`src/rtl/vga_face_pkg.sv`:
```
// Shared types and constants for the VGA face configuration scheduler.
package vga_face_pkg;

    localparam int NUM_FACES = 3;

    typedef enum logic [1:0] {
        FACE_WOLF   = 2'd0,
        FACE_P2     = 2'd1,
        FACE_COLOUR = 2'd2
    } face_t;

    localparam logic [3:0] FILTER_NONE     = 4'b0000;
    localparam logic [3:0] FILTER_INVERT   = 4'b0001;
    localparam logic [3:0] FILTER_LIGHTEN  = 4'b0010;
    localparam logic [3:0] FILTER_RED_TINT = 4'b0011;
    localparam logic [3:0] FILTER_DARKEN   = 4'b0100;
    localparam logic [3:0] FILTER_GREY     = 4'b1000;
    localparam logic [3:0] FILTER_BLUR     = 4'b1111;

    typedef enum logic [1:0] {
        ST_IDLE  = 2'd0,
        ST_PEND  = 2'd1,
        ST_APPLY = 2'd2
    } state_t;

endpackage

```
`src/rtl/vga_face_cfg_sched_rr_arb2.sv`:
```
// Two-way round-robin arbiter; rr_last remembers the most recently accepted requester.
module rr_arb2 (
    input  logic clk,
    input  logic reset,
    input  logic valid_a,
    input  logic valid_b,
    input  logic accept,
    output logic grant_a,
    output logic grant_b
);

    // 0 = A was served last, 1 = B was served last
    logic rr_last;

    assign grant_a = valid_a & (!valid_b | rr_last);
    assign grant_b = valid_b & (!valid_a | !rr_last);

    always_ff @(posedge clk or negedge reset) begin
        if (!reset) begin
            rr_last <= 1'b1;
        end else if (accept) begin
            rr_last <= grant_b;
        end
    end

endmodule

```
`src/rtl/vga_face_cfg_sched.sv`:
```
// Frame-synchronous face/filter scheduler: holds one request and commits it at end of frame.
//   state    | meaning
//   ST_IDLE  | no pending command; auto stepping counts frames here
//   ST_PEND  | a command is held until the next frame end
//   ST_APPLY | single commit cycle, cfg_update high, readies low
module vga_face_cfg_sched #(
    parameter int NUM_FACES = vga_face_pkg::NUM_FACES,
    parameter int FILTER_W  = 4,
    parameter int FCNT_W    = 16
) (
    input  logic                clk,
    input  logic                reset,
    input  logic                req_a_valid,
    output logic                req_a_ready,
    input  logic [1:0]          req_a_face,
    input  logic [FILTER_W-1:0] req_a_filter,
    input  logic                req_b_valid,
    output logic                req_b_ready,
    input  logic [1:0]          req_b_face,
    input  logic [FILTER_W-1:0] req_b_filter,
    input  logic                auto_en,
    input  logic [7:0]          auto_period,
    input  logic                st_valid,
    input  logic                st_ready,
    input  logic                st_endofpacket,
    output logic [1:0]          face_select,
    output logic [FILTER_W-1:0] filter_select,
    output logic                cfg_update,
    output logic                pending,
    output logic                bad_req,
    output logic [FCNT_W-1:0]   frame_count
);
    import vga_face_pkg::*;

    state_t              state, state_nx;
    logic                frame_end;
    logic                grant_a, grant_b;
    logic                can_accept, accept, acc_b, face_ok, take_cmd;
    logic [1:0]          sel_face, pend_face, face_next;
    logic [FILTER_W-1:0] sel_filter, pend_filter;
    logic [7:0]          auto_cnt, period_m1;
    logic                auto_hit;

    assign frame_end  = st_valid & st_ready & st_endofpacket;
    // readies are forced low while reset is held, even though state already reads IDLE
    assign can_accept = reset & ((state == ST_IDLE) | ((state == ST_PEND) & !frame_end));
    assign req_a_ready = can_accept & grant_a;
    assign req_b_ready = can_accept & grant_b;

    assign acc_b      = req_b_valid & req_b_ready;
    assign accept     = (req_a_valid & req_a_ready) | acc_b;
    assign sel_face   = acc_b ? req_b_face   : req_a_face;
    assign sel_filter = acc_b ? req_b_filter : req_a_filter;
    assign face_ok    = int'(sel_face) < NUM_FACES;
    assign take_cmd   = accept & face_ok;

    assign period_m1 = (auto_period == 8'd0) ? 8'd0 : auto_period - 8'd1;
    // an external command arriving at the same boundary wins over an auto step
    assign auto_hit  = (state == ST_IDLE) & frame_end & auto_en & (auto_cnt >= period_m1) & !take_cmd;
    assign face_next = (face_select == 2'(NUM_FACES - 1)) ? 2'd0 : face_select + 2'd1;

    assign cfg_update = (state == ST_APPLY);
    assign pending    = (state == ST_PEND);

    rr_arb2 u_arb (
        .clk     (clk),
        .reset   (reset),
        .valid_a (req_a_valid),
        .valid_b (req_b_valid),
        .accept  (accept),
        .grant_a (grant_a),
        .grant_b (grant_b)
    );

    always_comb begin
        state_nx = state;
        case (state)
            ST_IDLE: begin
                if (take_cmd)      state_nx = ST_PEND;
                else if (auto_hit) state_nx = ST_APPLY;
            end
            ST_PEND:  if (frame_end) state_nx = ST_APPLY;
            ST_APPLY: state_nx = ST_IDLE;
            default:  state_nx = ST_IDLE;
        endcase
    end

    always_ff @(posedge clk or negedge reset) begin
        if (!reset) begin
            state         <= ST_IDLE;
            face_select   <= '0;
            filter_select <= '0;
            pend_face     <= '0;
            pend_filter   <= '0;
            bad_req       <= 1'b0;
            frame_count   <= '0;
            auto_cnt      <= '0;
        end else begin
            state <= state_nx;
            if (frame_end) frame_count <= frame_count + {{(FCNT_W-1){1'b0}}, 1'b1};
            if (accept & !face_ok) bad_req <= 1'b1;
            if (take_cmd) begin
                pend_face   <= sel_face;
                pend_filter <= sel_filter;
            end
            if ((state == ST_PEND) & frame_end) begin
                face_select   <= pend_face;
                filter_select <= pend_filter;
                auto_cnt      <= '0;
            end else if (auto_hit) begin
                face_select <= face_next;
                auto_cnt    <= '0;
            end else if ((state == ST_IDLE) & frame_end) begin
                auto_cnt <= (auto_en && auto_cnt < period_m1) ? auto_cnt + 8'd1 : 8'd0;
            end
        end
    end

endmodule

```
`config.mk`:
```
export PLATFORM = sky130hd
export DESIGN_NAME = vga_face_cfg_sched
export DESIGN_NICKNAME = d
export VERILOG_FILES = /design/src/rtl/vga_face_pkg.sv /design/src/rtl/vga_face_cfg_sched_rr_arb2.sv /design/src/rtl/vga_face_cfg_sched.sv
export SDC_FILE = /design/constraint.sdc
export NUM_CORES = 1
export LEC_CHECK = 0
export ABC_AREA = 1
export CORE_ASPECT_RATIO = 1.4
export CORE_UTILIZATION = 40
export DETAILED_ROUTE_END_ITERATION = 6
export PLACE_DENSITY = 0.67
export SLEW_MARGIN = 15
export SYNTH_ARGS = -nofsm -noshare
export SYNTH_HDL_FRONTEND = slang
export SYNTH_SLANG_ARGS = --single-unit
```
`constraint.sdc`:
```
create_clock -name clk -period 1.6 [get_ports clk]
set_clock_uncertainty 0.15 [all_clocks]
set_input_delay 0.16 -clock clk [delete_from_list [all_inputs] [get_ports clk]]
set_output_delay 0.16 -clock clk [all_outputs]
set_load 0.005 [all_outputs]
```
# After elaboration in Yosys (flattened, before gate mapping)
# Cells that the tools add are included.
word_totals:
  out_inout_bits: 27
  reg_bits: 40
  latch_bits: 0
  input_bits: 28
  n_memories: 0
  rom_bits: 0
  elab_cells: 68
  ram_bits: 0
classes:
  n_lt_le_gt_ge: 3
  mux: 14
  eq_ne: 5
  add_sub_neg: 4
  n_bitwise: 21
  shifts: 0
  n_div: 0
  n_reduce_logical: 12
  multipliers: 0
op_table:
  columns: ["op", "count"]
  rows:
  - ["$mux W8", 5]
  - ["$and A1 B1 Y1", 17]
  - ["$add A16 B1 Y16 const B", 1]
  - ["$mux W2", 7]
  - ["$add A8 B1 Y8 const B", 1]
  - ["$ge A8 B8 Y1", 1]
  - ["$logic_not A8 Y1", 1]
  - ["$lt A8 B8 Y1", 1]
  - ["$sub A8 B1 Y8 const B", 1]
  - ["$logic_not A1 Y1", 6]
  - ["$eq A2 B2 Y1 const B", 2]
  - ["$mux W4", 1]
  - ["$or A1 B1 Y1", 4]
  - ["$pmux W2 S2", 1]
  - ["$ne A3 B3 Y1 const B", 1]
  - ["$reduce_bool A3 Y1", 1]
  - ["$add A2 B1 Y2 const B", 1]
  - ["$eq A2 B1 Y1 const B", 1]
  - ["$logic_not A2 Y1", 1]
  - ["$lt A2 B2 Y1 const B", 1]
  - ["$ne A2 B1 Y1 const B", 1]
  - ["$reduce_and A2 Y1", 1]
  - ["$reduce_bool A2 Y1", 1]
  - ["$logic_and A1 B1 Y1", 1]

# Logic depth before layout (Yosys ltp)
depth:
  word_depth: 16
  ltp_mapped: 21
  depth_no_buf: 21

# Modules after synthesis
# From an unflattened synthesis, not the netlist that was laid out.
hier_totals:
  cells_unflattened: 301
  area_unflattened_um2: 2462.4
by_module_without_submodules:
  columns: ["module", "area_per_inst_um2", "cells_per_inst", "seq_area_each_um2", "instances"]
  rows:
  - ["vga_face_cfg_sched", 2398.6, 292, 975.9, 1]
  - ["rr_arb2", 63.8, 9, 26.3, 1]

# Worst setup path before layout
# Ideal clock, no wire load.
synth_path:
  path_type: "input to register"
  from: "input port auto_period[0]"
  to: "register auto_cnt[2]"
  slack_ns: -0.540
  arrival_time_ns: 1.872
  setup_time_ns: 0.118
  n_path_buf: 1
  stages: 20
  required_ns: 1.332
  path_cell_list: "inv_1 > ha_1 > nand2_1 > inv_1 > nand2_1 > nor3_1 > or2_2 > ha_1 > nand2_1 > nand2_1 > nand2_1 > nand2_1 > nand2_1 > nand3_1 > nand2_1 > inv_1 > nand3_2 > buf_6 > nand4_1 > nand2_1"
synth_between:
  elab_chain_cells: 8
  elab_cells_between_ends: 13
  classes_between: "1 x add/sub; 2 x order compare; 5 x mux; 2 x bitwise; 3 x reduce/logical"
synth_lines:
  columns: ["element", "line_no", "text"]
  rows:
  - ["from (decl)", "vga_face_cfg_sched.sv:22", "input logic [7:0] auto_period,"]
  - ["$sub A8 B1 Y8 / $logic_not A8 Y1 (equally long branches)", "vga_face_cfg_sched.sv:57", "assign period_m1 = (auto_period == 8'd0) ? 8'd0 : auto_period - 8'd1;"]
  - ["$mux W8 *", "vga_face_cfg_sched.sv:57", null]
  - ["$lt A8 B8 Y1", "vga_face_cfg_sched.sv:114", "auto_cnt <= (auto_en && auto_cnt < period_m1) ? auto_cnt + 8'd1 : 8'd0;"]
  - ["$logic_and A1 B1 Y1", "vga_face_cfg_sched.sv:114", null]
  - ["$mux W8", "vga_face_cfg_sched.sv:114", null]
  - ["$mux W8", "vga_face_cfg_sched.sv:113", "end else if ((state == ST_IDLE) & frame_end) begin"]
  - ["$mux W8", "vga_face_cfg_sched.sv:110", "end else if (auto_hit) begin"]
  - ["$mux W8", "vga_face_cfg_sched.sv:106", "if ((state == ST_PEND) & frame_end) begin"]
  - ["to (signal assigned)", "vga_face_cfg_sched.sv:114", null]
  - ["to (decl)", "vga_face_cfg_sched.sv:41", "logic [7:0] auto_cnt, period_m1;"]
# Every way passes the cells marked *; elsewhere a longest branch is shown, timed or not. The select of a mux whose other input is x is not followed.
# A chain may end at the register's enable or synchronous reset.

# Worst setup path in the final report
layout_path:
  from: "input port auto_period[1]"
  to: "register state[1]"
layout_between:
  elab_chain_cells: 7
  elab_cells_between_ends: 8
  classes_between: "1 x add/sub; 1 x order compare; 1 x eq/ne; 1 x mux; 2 x bitwise; 2 x reduce/logical"
layout_lines:
  columns: ["element", "line_no", "text"]
  rows:
  - ["$sub A8 B1 Y8 / $logic_not A8 Y1 (equally long branches)", "vga_face_cfg_sched.sv:57", null]
  - ["$mux W8 *", "vga_face_cfg_sched.sv:57", null]
  - ["$ge A8 B8 Y1 *", "vga_face_cfg_sched.sv:59", "assign auto_hit = (state == ST_IDLE) & frame_end & auto_en & (auto_cnt >= period_m1) & !take_cmd;"]
  - ["$and A1 B1 Y1 * (2 in series)", "vga_face_cfg_sched.sv:59", null]
  - ["$ne A3 B3 Y1 (no source line) *", null, null]
  - ["$reduce_and A2 Y1 (no source line) *", null, null]
  - ["to (signal assigned)", "vga_face_cfg_sched.sv:99", "state <= state_nx;"]
  - ["to (decl)", "vga_face_cfg_sched.sv:35", "state_t state, state_nx;"]
# Every way passes the cells marked *; elsewhere a longest branch is shown, timed or not.

==> run metrics <==
outcome=finished, violations left; violated checks=setup timing; violation count after the first detailed-route iteration=83; synthesized net count=324; post-route clock period utilization=124.2%; Netlist cell types=34; fin worst setup slack=-386.8 ps; Final Hold Violating Endpoints=0; CTS max path bufs=2; port buffer count=54; DR WL/cell=13.97 um; P_sw=0.001462 W; largest family of logic cells by synthesized area=simple AND/OR/NAND/NOR gates; fillcell total=423; Flop pwr share=33.6%; initial antenna violation count=0; CTS tree=yes; pin count of the biggest net entering global routing=35; GPL Wtd Cong=0.7796; layout cell share with drive strength beyond 1=44.08%; Tot GR Track Use=23.22%; Ports=55; Die Y-Extent=93.41 um; mux contribution to synthesized area=3.564%; Synth Area in XOR/XNOR=6.237%; DRC Markers=0; first-pass GRT wire length=10,990 um; WP data arrival=2040 ps; Reg area=0.001005 mm2; Synth warnings=0; area share of fa/ha/maj cells after synthesis=5.765%; clk slew on worst S/H paths=80 ps; vias in the first global route=2,422; post-synthesis instance total=285; Overflow after GRT=0; Util after Layout=73.80%; Mapped Area=0.002387 mm2; Seq cells post-synth=40; Comb power frac=44.0%; final hold slack=281.0 ps; HP Class=input pin to flip-flop; CTS sink count=40; leading cell type in the layout, fill and taps excluded=buf_4; Multi-input gate area=0.001625 mm2; startpoint types=input pin; simple logic cell fraction of the synthesized area=30.61%; Num CTS Buffers=5; Post-Route WL=6844 um; Worst-Margin Slew=427.5 ps; Worst slew margin=71.50%; Root Driver=clkbuf_8; VDD IR-drop max=0.9021 mV; Worst EP required=1650 ps; Seq/Total Area, Yosys=41.98%; FMAX=503.3 MHz; RSZ-0062 raised after global routing=yes; PD cells=1062 mW/mm2; Compound-Gate Fraction of Synth Area=5.031%; initial core utilization=42.29%; vias after detailed routing=2,437; Vias/cell=4.973; critical path endpoint category=flip-flop; Setup CP Type=input pin to flip-flop; max-slew violation count=0; crit path max fanout=6; Skew-Pair Late Insertion Delay=300 ps; max-cap violations=0; Clock Power Share=22.4%; internal cell power=0.002963 W; Final #Nets=461; leak pwr=2.080 nW; Avg Cell Area, Syn=8.376 um2; post-route ant nets=0; switch share=33.04%; Period minus WS final=1987 ps; most frequent cells in the layout=61 x buf_4, 52 x nand2_1, 37 x dfrtp_1; DR pass1 iterations=4; Rows=32; CTS H-tree lvls=2; core area=0.005645 mm2; n_diodes=0; die width=67.29 um; final setup vio count=26; full die area=0.006285 mm2; synth-to-layout area growth=74.53%; hpwl dp=4220 um
[sequential cells by signal, indices dropped and copies added (netlist names)]
name	count
auto_cnt	8
bad_req	1
face_select	2
filter_select	4
frame_count	16
pend_face	2
pend_filter	4
state	2
u_arb.rr_last	1
[layout make-up]
class                      count  share of cell area (%)
sequential                    40                   24.11
inverter                      38                   3.964
tap                           68                   2.042
timing repair buffer         131                   27.78
clock buffer                   5                   1.652
clock inverter                 2                   1.441
multi-input combinational    206                   39.01
[power by group through the flow]
stage	Sequential, W	Clock (W)	Combinational, W
finish	0.00149	0.000992	0.00195
CTS	0.00147	0.000991	0.00173
global route	0.00152	0.00105	0.00209
floorplan	0.00148	0	0.000608
global placement	0.00146	0	0.00140
detailed placement	0.00147	0	0.00143
[worst paths after layout]
path | startpoint | cells past startpoint | slack [ps] | end
max in group asynchronous | reset | 3 | 440 | u_arb.rr_last
worst max register to register | state[1] | 10 | -250 | face_select[1]
worst min register to register | frame_count[15] | 1 | 320 | frame_count[15]
worst max-delay path | auto_period[1] | 18 | -390 | state[1]
worst min-delay path | st_valid | 4 | 280 | frame_count[0]
min in group asynchronous | reset | 3 | 380 | face_select[0]
[cell usage after synthesis]
cell type,count,area (um2)
a21boi_0,3,22.52
a21boi_2,1,11.26
a21o_1,1,7.510
a21oi_1,3,15.01
a31o_2,1,8.760
buf_2,1,5.000
buf_6,1,11.26
clkbuf_1,1,3.750
dfrtp_1,39,975.9
dfstp_2,1,26.28
ha_1,11,137.6
inv_1,37,138.9
inv_2,1,3.750
mux2_2,4,45.04
mux2i_1,4,40.04
nand2_1,72,270.3
nand2_2,2,12.51
nand2_4,2,22.52
nand3_1,13,65.06
nand3_2,3,30.03
nand3_4,2,35.03
nand3b_1,1,7.510
nand4_1,14,87.58
nor2_1,21,78.83
nor2_2,3,18.77
nor2_4,2,22.52
nor3_1,6,30.03
nor3_2,1,10.01
nor3b_1,2,15.01
o21ai_0,7,35.03
o21ai_1,4,20.02
or2_2,4,25.02
xnor2_1,7,61.31
xor2_1,10,87.58
[layer usage]
layer	track usage [%]	vias to the layer above	wire (um)	part of all wire [%]
li1	-	1195	-	-
met1	24.71	1160	2562	37
met2	43.17	66	3780	55
met3	5.244	16	312	4.6
met4	7.801	0	189	2.8
met5	0	-	0	0
[critical path, cell delays in order]
cell     delay (ps)
buf_12           90
inv_12           30
ha_4            140
nand2_2          60
inv_2            50
nand2_4          80
nand2_4          60
nor3_4          120
o21ai_1          80
ha_1            320
a21o_1          200
nor2_4          130
nand3_2          70
nand2_2          80
inv_4            50
nand3_4          90
nand2_2          90
buf_4           140
[cell families (layout without fill, tap and decap cells)]
| kind of cell | Yosys count | count (layout) |
|---|---|---|
| mux | 8 | 8 |
| compound gates | 20 | 20 |
| flops | 40 | 40 |
| xor+xnor | 17 | 17 |
| simple gates | 148 | 150 |
| buf+inv | 41 | 176 |
| fa+ha+maj | 11 | 11 |
[stage by stage]
stage	std cells	area (um2)	TNS, ps	total power [W]	worst slack (ps)
2_1_floorplan	285	2461	-5208	0.002084	-480.6
3_3_place_gp	453	3430	-20650	0.002864	-1333
3_5_place_dp	453	3430	-21770	0.002894	-1445
4_1_cts	478	3995	-5039	0.004185	-374.4
5_1_grt	490	4167	-8574	0.004660	-510.5
6_report	490	4167	-5770	0.004424	-386.8
[repair_timing]
action / in CTS / in global routing
setup buffers: 17 / 13
cloned: 2 / 0
endpoints found under the hold margin: 39 / 0
resized for setup: 129 / 27
pin swaps: 45 / 22
hold buffers: 1 / 0
endpoints found under the setup margin: 30 / 33
Note: power is estimated with default switching activity, not from simulation.
==> variant (same settings) <==
Reset style: synchronous (`reset`), changed in 2 clocked blocks.
--- a/src/rtl/vga_face_cfg_sched_rr_arb2.sv
+++ b/src/rtl/vga_face_cfg_sched_rr_arb2.sv
@@ -16,5 +16,5 @@
     assign grant_b = valid_b & (!valid_a | !rr_last);
 
-    always_ff @(posedge clk or negedge reset) begin
+    always_ff @(posedge clk) begin
         if (!reset) begin
             rr_last <= 1'b1;
--- a/src/rtl/vga_face_cfg_sched.sv
+++ b/src/rtl/vga_face_cfg_sched.sv
@@ -86,5 +86,5 @@
     end
 
-    always_ff @(posedge clk or negedge reset) begin
+    always_ff @(posedge clk) begin
         if (!reset) begin
             state         <= ST_IDLE;
Function: differs if reset is asserted again (counterexample within 4 cycles, from zero or initial values and one cycle with reset low); with reset held inactive, the same outputs for 10 cycles.
==> variant against the unedited design <==
Synthesized area shrank 0.94%; utilization shrank 3.3 points; sequential cell count stayed put; wire length shrank 2.4%; register-to-register slack worse by 0.09 ns; cell area shrank 5.2%; setup slack got worse by 0.20 ns; die area is 0.91% lower; largest cell class unchanged; global-route usage is 3.2 points lower; non-clock buffer count is 10 lower; the flow still finishes with violations (negative setup slack).
Power is not compared: it rests on default switching activity, and its combinational part moved more than twofold at a synthesized area within 25%.
==> variant: results (changes against the unedited design) <==
----------------------------------------------------
[Timing]
  Post-Route Hold Slack ... 0.225 ns (-0.0559 ns)
  Setup slack after layout ... -0.588 ns (-0.202 ns)
  Count of endpoints failing setup in the final report ... 22 (-15%)

[Critical path]
  R2r setup slk ... -0.34 ns (-0.09 ns)
  Start point of the critical path ... auto_period[4]
  Worst reg2reg path endpoint ... auto_cnt[0]
  Worst Reg2Reg Path Length in Cells ... 14 (+4)
  Largest driver fanout on the critical path ... 8 (+2)

[Layout]
  Non-clock buffering overhead ... 26.8% (-0.95 points)
  Ratio of cells with drive above 1 in the final layout ... 37.7% (-6.3 points)
  Number of non-clock buffers ... 121 (-7.6%)
  Number of clock buffers in the layout ... 6 (+1)
  Layout multi-input combinational cell count ... 243 (+18%)
  Nonclk inv count ... 42 (+11%)
  Total number of sequential cells ... 40 (unchanged)

[Hold path]
  Terminating pin of the worst hold path ... state[0]

[Placed design]
  Cell count after placement ... 490 (+8.2%)
  Placed cell area ... 0.00337 mm² (-1.9%)
  Post-detailed-placement half-perimeter wirelength ... 4440 µm (+5.2%)
  Setup Slack @ Placement ... -1.34 ns (+0.108 ns)

[Logic synthesis]
  Fraction of synthesized area in multiplexers ... 0.423% (-3.1 points)
  Number of instances in the synthesized netlist ... 327 (+15%)
  Most frequent cells after synthesis ... sky130_fd_sc_hd__nand2_1, sky130_fd_sc_hd__dfxtp_1, sky130_fd_sc_hd__nor2_1
  Largest cells by area after synthesis ... sky130_fd_sc_hd__dfxtp_1, sky130_fd_sc_hd__nand2_1, sky130_fd_sc_hd__nor2_1

[Global routing]
  Met3 usage ... 3.05% (-2.2 points)
  Via count of the first global-routing pass ... 2368 (-2.2%)
  Met2 layer usage reported by global route ... 39.4% (-3.8 points)
  Overall routing resource usage ... 20.0% (-3.2 points)

[Drt]
  Violation count after the first detailed-route iteration ... 48 (-42%)
  Overall via count from detail_route ... 2594 (+6.4%)
  Total wire length ... 6680 µm (-2.4%)

[Outcome]
  Outcome ... finished, violations left
  Violations in the final reports ... negative setup slack

----------------------------------------------------
variant: changes by cell type in the layout (fill, tap and decap cells not counted), moves of 6 or more:
cell / change
sky130_fd_sc_hd__dfxtp_1: +34
sky130_fd_sc_hd__clkdlybuf4s50_1: +8
sky130_fd_sc_hd__dfrtp_1: -37
sky130_fd_sc_hd__nor2_1: +18
sky130_fd_sc_hd__a21oi_1: +13
sky130_fd_sc_hd__nand3_1: +8
sky130_fd_sc_hd__nand4_1: -10
sky130_fd_sc_hd__o21ai_0: +9
sky130_fd_sc_hd__buf_6: -6
variant: where the power goes:
part	leakage (nW)	internal, mW	switching (mW)
Combinational	1.34	0.308	0.289
Clock	0.0410	0.297	0.338
Sequential	0.328	1.03	0.0249
Total	1.71	1.63	0.652
variant: per-layer routing:
| metal | share of wire, % | up-vias |
|---|---|---|
| li1 | - | 1318 |
| met1 | 38 | 1207 |
| met2 | 57 | 58 |
| met3 | 3.3 | 11 |
| met4 | 1.8 | 0 |
| met5 | 0 | - |
